--- src/rtl/moore_pkg.sv ---
// rtl/moore_pkg.sv - shared types, defaults and parity helper for the bit serializer
// Optional feature macro: MOORE_SER_PARITY_EN (adds the PARITY state).
package moore_pkg;

    localparam int DEFAULT_WIDTH      = 8;
    localparam int DEFAULT_GAP_CYCLES = 1;
    localparam int MAX_WIDTH          = 16;

    // Explicit encodings keep S_GAP stable whether or not S_PARITY exists.
    typedef enum logic [1:0] {
        S_IDLE   = 2'd0,
        S_SHIFT  = 2'd1,
`ifdef MOORE_SER_PARITY_EN
        S_PARITY = 2'd2,
`endif
        S_GAP    = 2'd3
    } ser_state_t;

    // Even parity over a zero-extended word; unused upper bits do not affect it.
    function automatic logic even_parity(input logic [MAX_WIDTH-1:0] word);
        return ^word;
    endfunction

endpackage

--- src/rtl/moore_ser_hold.sv ---
// rtl/moore_ser_hold.sv - one-entry holding register with full flag and registered ready
// Ports:
//   clk, reset      : clock, synchronous active-high reset
//   i_push, i_data  : store a word (only issued while o_ready=1)
//   i_pop           : the shifter takes the held word this cycle
//   o_data, o_full  : held word and its valid flag
//   o_full_next     : full flag value after this edge (used for registered busy)
//   o_ready         : registered NOT full
module moore_ser_hold
    import moore_pkg::*;
#(
    parameter int WIDTH = DEFAULT_WIDTH
) (
    input  logic             clk,
    input  logic             reset,
    input  logic             i_push,
    input  logic             i_pop,
    input  logic [WIDTH-1:0] i_data,
    output logic [WIDTH-1:0] o_data,
    output logic             o_full,
    output logic             o_full_next,
    output logic             o_ready
);

    logic [WIDTH-1:0] r_data;
    logic             r_full;
    logic             r_ready;
    logic             w_full_next;

    // Push and pop never coincide: push needs ready, which is low while full.
    assign w_full_next = i_push | (r_full & ~i_pop);

    always_ff @(posedge clk) begin
        if (reset) begin
            r_data  <= '0;
            r_full  <= 1'b0;
            r_ready <= 1'b1;
        end else begin
            r_full  <= w_full_next;
            r_ready <= ~w_full_next;
            if (i_push) begin
                r_data <= i_data;
            end
        end
    end

    assign o_data      = r_data;
    assign o_full      = r_full;
    assign o_full_next = w_full_next;
    assign o_ready     = r_ready;

endmodule

--- src/rtl/moore_bit_serializer.sv ---
// rtl/moore_bit_serializer.sv - LSB-first word serializer feeding a Moore sequence detector
// Optional feature macro: MOORE_SER_PARITY_EN (even parity bit after each word).
// Ports:
//   clk, reset             : clock, synchronous active-high reset
//   data_in, load_valid    : parallel word and its valid strobe
//   load_ready             : registered, high when the holding register is empty
//   a_out, a_valid         : serial bit and its qualifier (a_out=0 when not valid)
//   word_done              : one-cycle pulse in the cycle after a word's final bit
//   busy                   : FSM not idle or a word is held
module moore_bit_serializer
    import moore_pkg::*;
#(
    parameter int WIDTH      = DEFAULT_WIDTH,
    parameter int GAP_CYCLES = DEFAULT_GAP_CYCLES
) (
    input  logic             clk,
    input  logic             reset,
    input  logic [WIDTH-1:0] data_in,
    input  logic             load_valid,
    output logic             load_ready,
    output logic             a_out,
    output logic             a_valid,
    output logic             word_done,
    output logic             busy
);

    localparam int            CW       = $clog2(WIDTH + 1);
    localparam logic [CW-1:0] CNT_LAST = CW'(WIDTH);
    localparam logic [3:0]    GAP_LAST = 4'(GAP_CYCLES);

    ser_state_t       r_state;
    logic [WIDTH-1:0] r_shift;
    logic [CW-1:0]    r_cnt;
    logic [3:0]       r_gap;
    logic             r_a_out;
    logic             r_a_valid;
    logic             r_word_done;
    logic             r_busy;
`ifdef MOORE_SER_PARITY_EN
    logic             r_par;
`endif

    logic             w_ready;
    logic             w_hold_full;
    logic             w_full_next;
    logic [WIDTH-1:0] w_hold_data;
    logic             w_accept;
    logic             w_push;
    logic             w_pop;
    logic             w_tail;
    logic             w_word_end;
    logic             w_start_new;
    logic             w_start;
    logic             w_to_idle;
    logic [WIDTH-1:0] w_src;

    moore_ser_hold #(
        .WIDTH (WIDTH)
    ) u_hold (
        .clk         (clk),
        .reset       (reset),
        .i_push      (w_push),
        .i_pop       (w_pop),
        .i_data      (data_in),
        .o_data      (w_hold_data),
        .o_full      (w_hold_full),
        .o_full_next (w_full_next),
        .o_ready     (w_ready)
    );

    assign w_accept = load_valid & w_ready;

    // w_tail: the final valid bit of the word is on a_out this cycle.
`ifdef MOORE_SER_PARITY_EN
    assign w_tail = (r_state == S_PARITY);
`else
    assign w_tail = (r_state == S_SHIFT) && (r_cnt == CNT_LAST);
`endif

    // w_word_end: the last cycle the current word owns (tail, or last gap cycle).
    assign w_word_end = (GAP_CYCLES == 0) ? w_tail
                                          : ((r_state == S_GAP) && (r_gap == GAP_LAST));

    // A held word always wins the shifter; new words only bypass the hold when idle.
    assign w_pop       = w_hold_full & ((r_state == S_IDLE) | w_word_end);
    assign w_start_new = (r_state == S_IDLE) & ~w_hold_full & w_accept;
    assign w_start     = w_pop | w_start_new;
    assign w_push      = w_accept & (r_state != S_IDLE);
    assign w_src       = w_pop ? w_hold_data : data_in;
    assign w_to_idle   = ~w_start & ((r_state == S_IDLE) | w_word_end);

    always_ff @(posedge clk) begin
        if (reset) begin
            r_state     <= S_IDLE;
            r_shift     <= '0;
            r_cnt       <= '0;
            r_gap       <= '0;
            r_a_out     <= 1'b0;
            r_a_valid   <= 1'b0;
            r_word_done <= 1'b0;
            r_busy      <= 1'b0;
`ifdef MOORE_SER_PARITY_EN
            r_par       <= 1'b0;
`endif
        end else begin
            r_word_done <= w_tail;
            r_busy      <= ~w_to_idle | w_full_next;
            if (w_start) begin
                // Bit 0 goes straight to the output register; the rest waits in r_shift.
                r_state   <= S_SHIFT;
                r_shift   <= w_src >> 1;
                r_cnt     <= CW'(1);
                r_a_out   <= w_src[0];
                r_a_valid <= 1'b1;
`ifdef MOORE_SER_PARITY_EN
                r_par     <= even_parity(MAX_WIDTH'(w_src));
`endif
            end else begin
                case (r_state)
                    S_SHIFT: begin
                        if (r_cnt != CNT_LAST) begin
                            r_a_out <= r_shift[0];
                            r_shift <= r_shift >> 1;
                            r_cnt   <= r_cnt + 1'b1;
                        end else begin
                            r_cnt <= '0;
`ifdef MOORE_SER_PARITY_EN
                            r_state   <= S_PARITY;
                            r_a_out   <= r_par;
                            r_a_valid <= 1'b1;
`else
                            r_a_out   <= 1'b0;
                            r_a_valid <= 1'b0;
                            if (GAP_CYCLES > 0) begin
                                r_state <= S_GAP;
                                r_gap   <= 4'd1;
                            end else begin
                                r_state <= S_IDLE;
                            end
`endif
                        end
                    end
`ifdef MOORE_SER_PARITY_EN
                    S_PARITY: begin
                        r_a_out   <= 1'b0;
                        r_a_valid <= 1'b0;
                        if (GAP_CYCLES > 0) begin
                            r_state <= S_GAP;
                            r_gap   <= 4'd1;
                        end else begin
                            r_state <= S_IDLE;
                        end
                    end
`endif
                    S_GAP: begin
                        r_a_out   <= 1'b0;
                        r_a_valid <= 1'b0;
                        if (r_gap == GAP_LAST) begin
                            r_state <= S_IDLE;
                            r_gap   <= '0;
                        end else begin
                            r_gap <= r_gap + 1'b1;
                        end
                    end
                    default: begin
                        r_state   <= S_IDLE;
                        r_a_out   <= 1'b0;
                        r_a_valid <= 1'b0;
                    end
                endcase
            end
        end
    end

    assign load_ready = w_ready;
    assign a_out      = r_a_out;
    assign a_valid    = r_a_valid;
    assign word_done  = r_word_done;
    assign busy       = r_busy;

endmodule

--- config.mk ---
export PLATFORM = sky130hd
export DESIGN_NAME = moore_bit_serializer
export DESIGN_NICKNAME = d
export VERILOG_FILES = /design/src/rtl/moore_pkg.sv /design/src/rtl/moore_ser_hold.sv /design/src/rtl/moore_bit_serializer.sv
export SDC_FILE = /design/constraint.sdc
export NUM_CORES = 1
export LEC_CHECK = 0
export ABC_AREA = 1
export ABC_CLOCK_PERIOD_IN_PS = 4100
export CORE_AREA = 2 2 95 74
export CTS_CLUSTER_DIAMETER = 200
export DETAILED_ROUTE_END_ITERATION = 12
export DIE_AREA = 0 0 97 76
export PLACE_DENSITY = 0.49
export RECOVER_POWER = 100
export SETUP_SLACK_MARGIN = 0.02
export SKIP_CTS_REPAIR_TIMING = 1
export SLEW_MARGIN = 20
export SYNTH_ARGS = -nofsm -noshare
export SYNTH_HDL_FRONTEND = slang
export SYNTH_SLANG_ARGS = --single-unit
--- constraint.sdc ---
create_clock -name clk -period 4.1 [get_ports clk]
set_clock_uncertainty 0.2 [all_clocks]
set_input_delay 0.82 -clock clk [delete_from_list [all_inputs] [get_ports clk]]
set_output_delay 0.82 -clock clk [all_outputs]
set_load 0.05 [all_outputs]
==> results.cfg <==
[final_layout]
fillers = 737
drive_gt1_share_pct = 5.88
final_area_um2 = 1840
final_common_cell = inv_1
instances_no_fill = 322
final_cell_mix = inv_1 (40), nand2_1 (36), dfxtp_1 (31)
fin_nets = 254
antenna_cells = 0
syn2layout_area_growth_pct = 17.0

[synthesis]
syn_area_um2 = 1570
async_flop_share_pct = 0
synth_nets = 239
ys.flop_type = dfxtp_1
synth_edf_count = 0
synth_cell_types = 28
ys_warn_count = 0
ys_seq_area_share_pct = 39.4
syn-mean-instance-area_um2 = 7.03
synth_cells = 224
synth-seq-cells = 31

[sta]
finalSetupViolCount = 0
timing.fmax_mhz = 350
whs_ps = 304
timing.final.ws_setup_ps = 1240
tightest_slew_ps = 613
layout_worst_path_cycle_share_pct = 69.8
fin_crit_ps = 2860
tns_ps = 0
slew_headroom_pct = 59.0
slew_viol_final = 0
final_hold_viol_count = 0
rsz0062_at_grt = no

[global_route]
grt_pass1_wl_mm = 5.96
grt_pass1_vias = 1307
track_usage_pct = 9.85
globalRouteOverflowTotal = 0
grt_max_degree = 22
antenna_found_initial = 0

[placement]
place_inst = 316
gp_congestion = 0.731
port_buffers = 15
placed_area_um2 = 1790
dpl_worst_slack_ps = 1420
dpl.hpwl_mm = 2.45

[critical_path]
max_stage_delay_ps = 530
crit_buf_inv = 3
worstReg2RegStart = r_gap[1]
required_ps = 4060
critPathSlowestCell = dlygate4sd3_1
rrSetupSlack_ps = 2010
setup.worst_path.end_class = register
cp_max_fo = 18
r2r_cells = 8
critPathKind = in -> reg
regToRegEndpoint = r_state[0]
worstPathArrival_ps = 2820
crit_chain = dlygate4sd3_1, nand2_1, inv_1, nand2_1, nand3_1, o21ai_0, inv_1
critPathTopFamily = simple AND/OR/NAND/NOR gates
start_kind = input pin

[routing]
drtPass1Iterations = 4
routed_wl_mm = 3.39
via_per_inst = 4.34
drc = 0
dr_total_vias = 1399
dr.first_iter.drc_count = 85
detail-route-antenna-nets = 0
wl_per_cell_um = 10.5

[min_path]
hold_class = reg -> reg
hp-start = r_gap[1]
holdPathStages = 2
hold_end = r_gap[1]

[clock_network]
clk_latency_ps = 270
root_buffer = clkbuf_8
clockBufferDepth = 2
clkTransAtPathRegs_ps = 60
cts_made_buffers = 5
numClockSinks = 31
cts_tree = yes
h-tree-depth = 2

[power_and_ir_drop]
power.density_nw_per_um2 = 374
ir_worst_vdd_v = 0.000134
power_leakage_nw = 0.879

[floorplan]
dieHeight_um = 76
core.rowCount = 26
core_um2 = 6540
fp.dieW_um = 97
initial_core_util_pct = 24.1
io_pins = 16
dieArea_um2 = 7370

[flow_run]
cap_violations = 0

[run_status]
status = completed
report_power, final:
group | switching (mW) | internal [mW] | total, mW
combinational | 0.0878 | 0.0487 | 0.137
sequential | 0.0143 | 0.326 | 0.340
clock | 0.0996 | 0.113 | 0.212
sequential cells by signal, summed over array words and instances (netlist names):
signal and flops:
u_hold.o_full 1, r_state 2, a_out 1, u_hold.o_data 8, u_hold.o_ready 1, r_cnt 4, r_gap 4, a_valid 1
busy 1, r_shift 7, word_done 1
stage by stage:
step | total power, mW | utilization [%]
final | 0.689 | 28.2
after global routing | 0.742 | 28.2
after CTS | 0.709 | 28.5
after detailed placement | 0.490 | 27.4
after global placement | 0.491 | 27.4
after floorplan | 0.450 | -
final cells by class:
cell class / instances / area [µm²] / area share [%]
inverters: 43 / 161 / 8.76
multi-input cells: 143 / 732 / 39.7
well taps: 84 / 105 / 5.71
flip-flops and latches: 31 / 621 / 33.7
clock buffers: 6 / 72.6 / 3.94
repair buffers: 15 / 150 / 8.15
logic make-up after synthesis:
logic type | share of synthesized area (%)
AO/OA/AOI/OAI | 7.55
XOR/XNOR | 2.23
adder cells (fa/ha/maj) | 3.18
buffers and inverters | 12.6
flip-flops | 39.4
AND/OR/NAND/NOR | 35.0
metal layers:
| layer | vias up | share of wire [%] | track usage (%) |
|---|---|---|---|
| li1 | 739 | - | - |
| met1 | 644 | 53 | 13.7 |
| met2 | 14 | 43 | 14.8 |
| met3 | 2 | 3.5 | 3.12 |
| met4 | 0 | 0.50 | 2.54 |
| met5 | - | 0 | 0 |
how the worst max path moves through the flow:
stage | from | end | slack, ps | depth (start not counted)
after detailed placement | reset | r_cnt[3] | 1420 | 4
after global placement | reset | r_cnt[3] | 1450 | 4
after CTS | a_valid | a_valid | 1650 | 1
final | load_valid | r_state[0] | 1240 | 7
after floorplan | load_valid | r_cnt[3] | 2140 | 6
after global routing | load_valid | r_state[0] | 1090 | 7
tightest hold or removal path: stages, from the launching register on:
cell	delay (ps)
dfxtp_1	340
nand2_1	70
a21oi_1	50
synthesized netlist by cell type, drive strengths merged (2+ instances only):
| cell | instances | area, µm² |
|---|---|---|
| clkbuf | 3 | 11.3 |
| nor2 | 27 | 114 |
| nor3 | 2 | 10.0 |
| nand3 | 28 | 163 |
| nand2 | 39 | 161 |
| a21oi | 8 | 40.0 |
| ha | 4 | 50.1 |
| buf | 4 | 26.3 |
| inv | 42 | 158 |
| o21ai | 13 | 65.1 |
| nand4 | 13 | 81.3 |
| xor2 | 4 | 35.0 |
| dfxtp | 31 | 621 |
(Power assumes the default switching activity.)
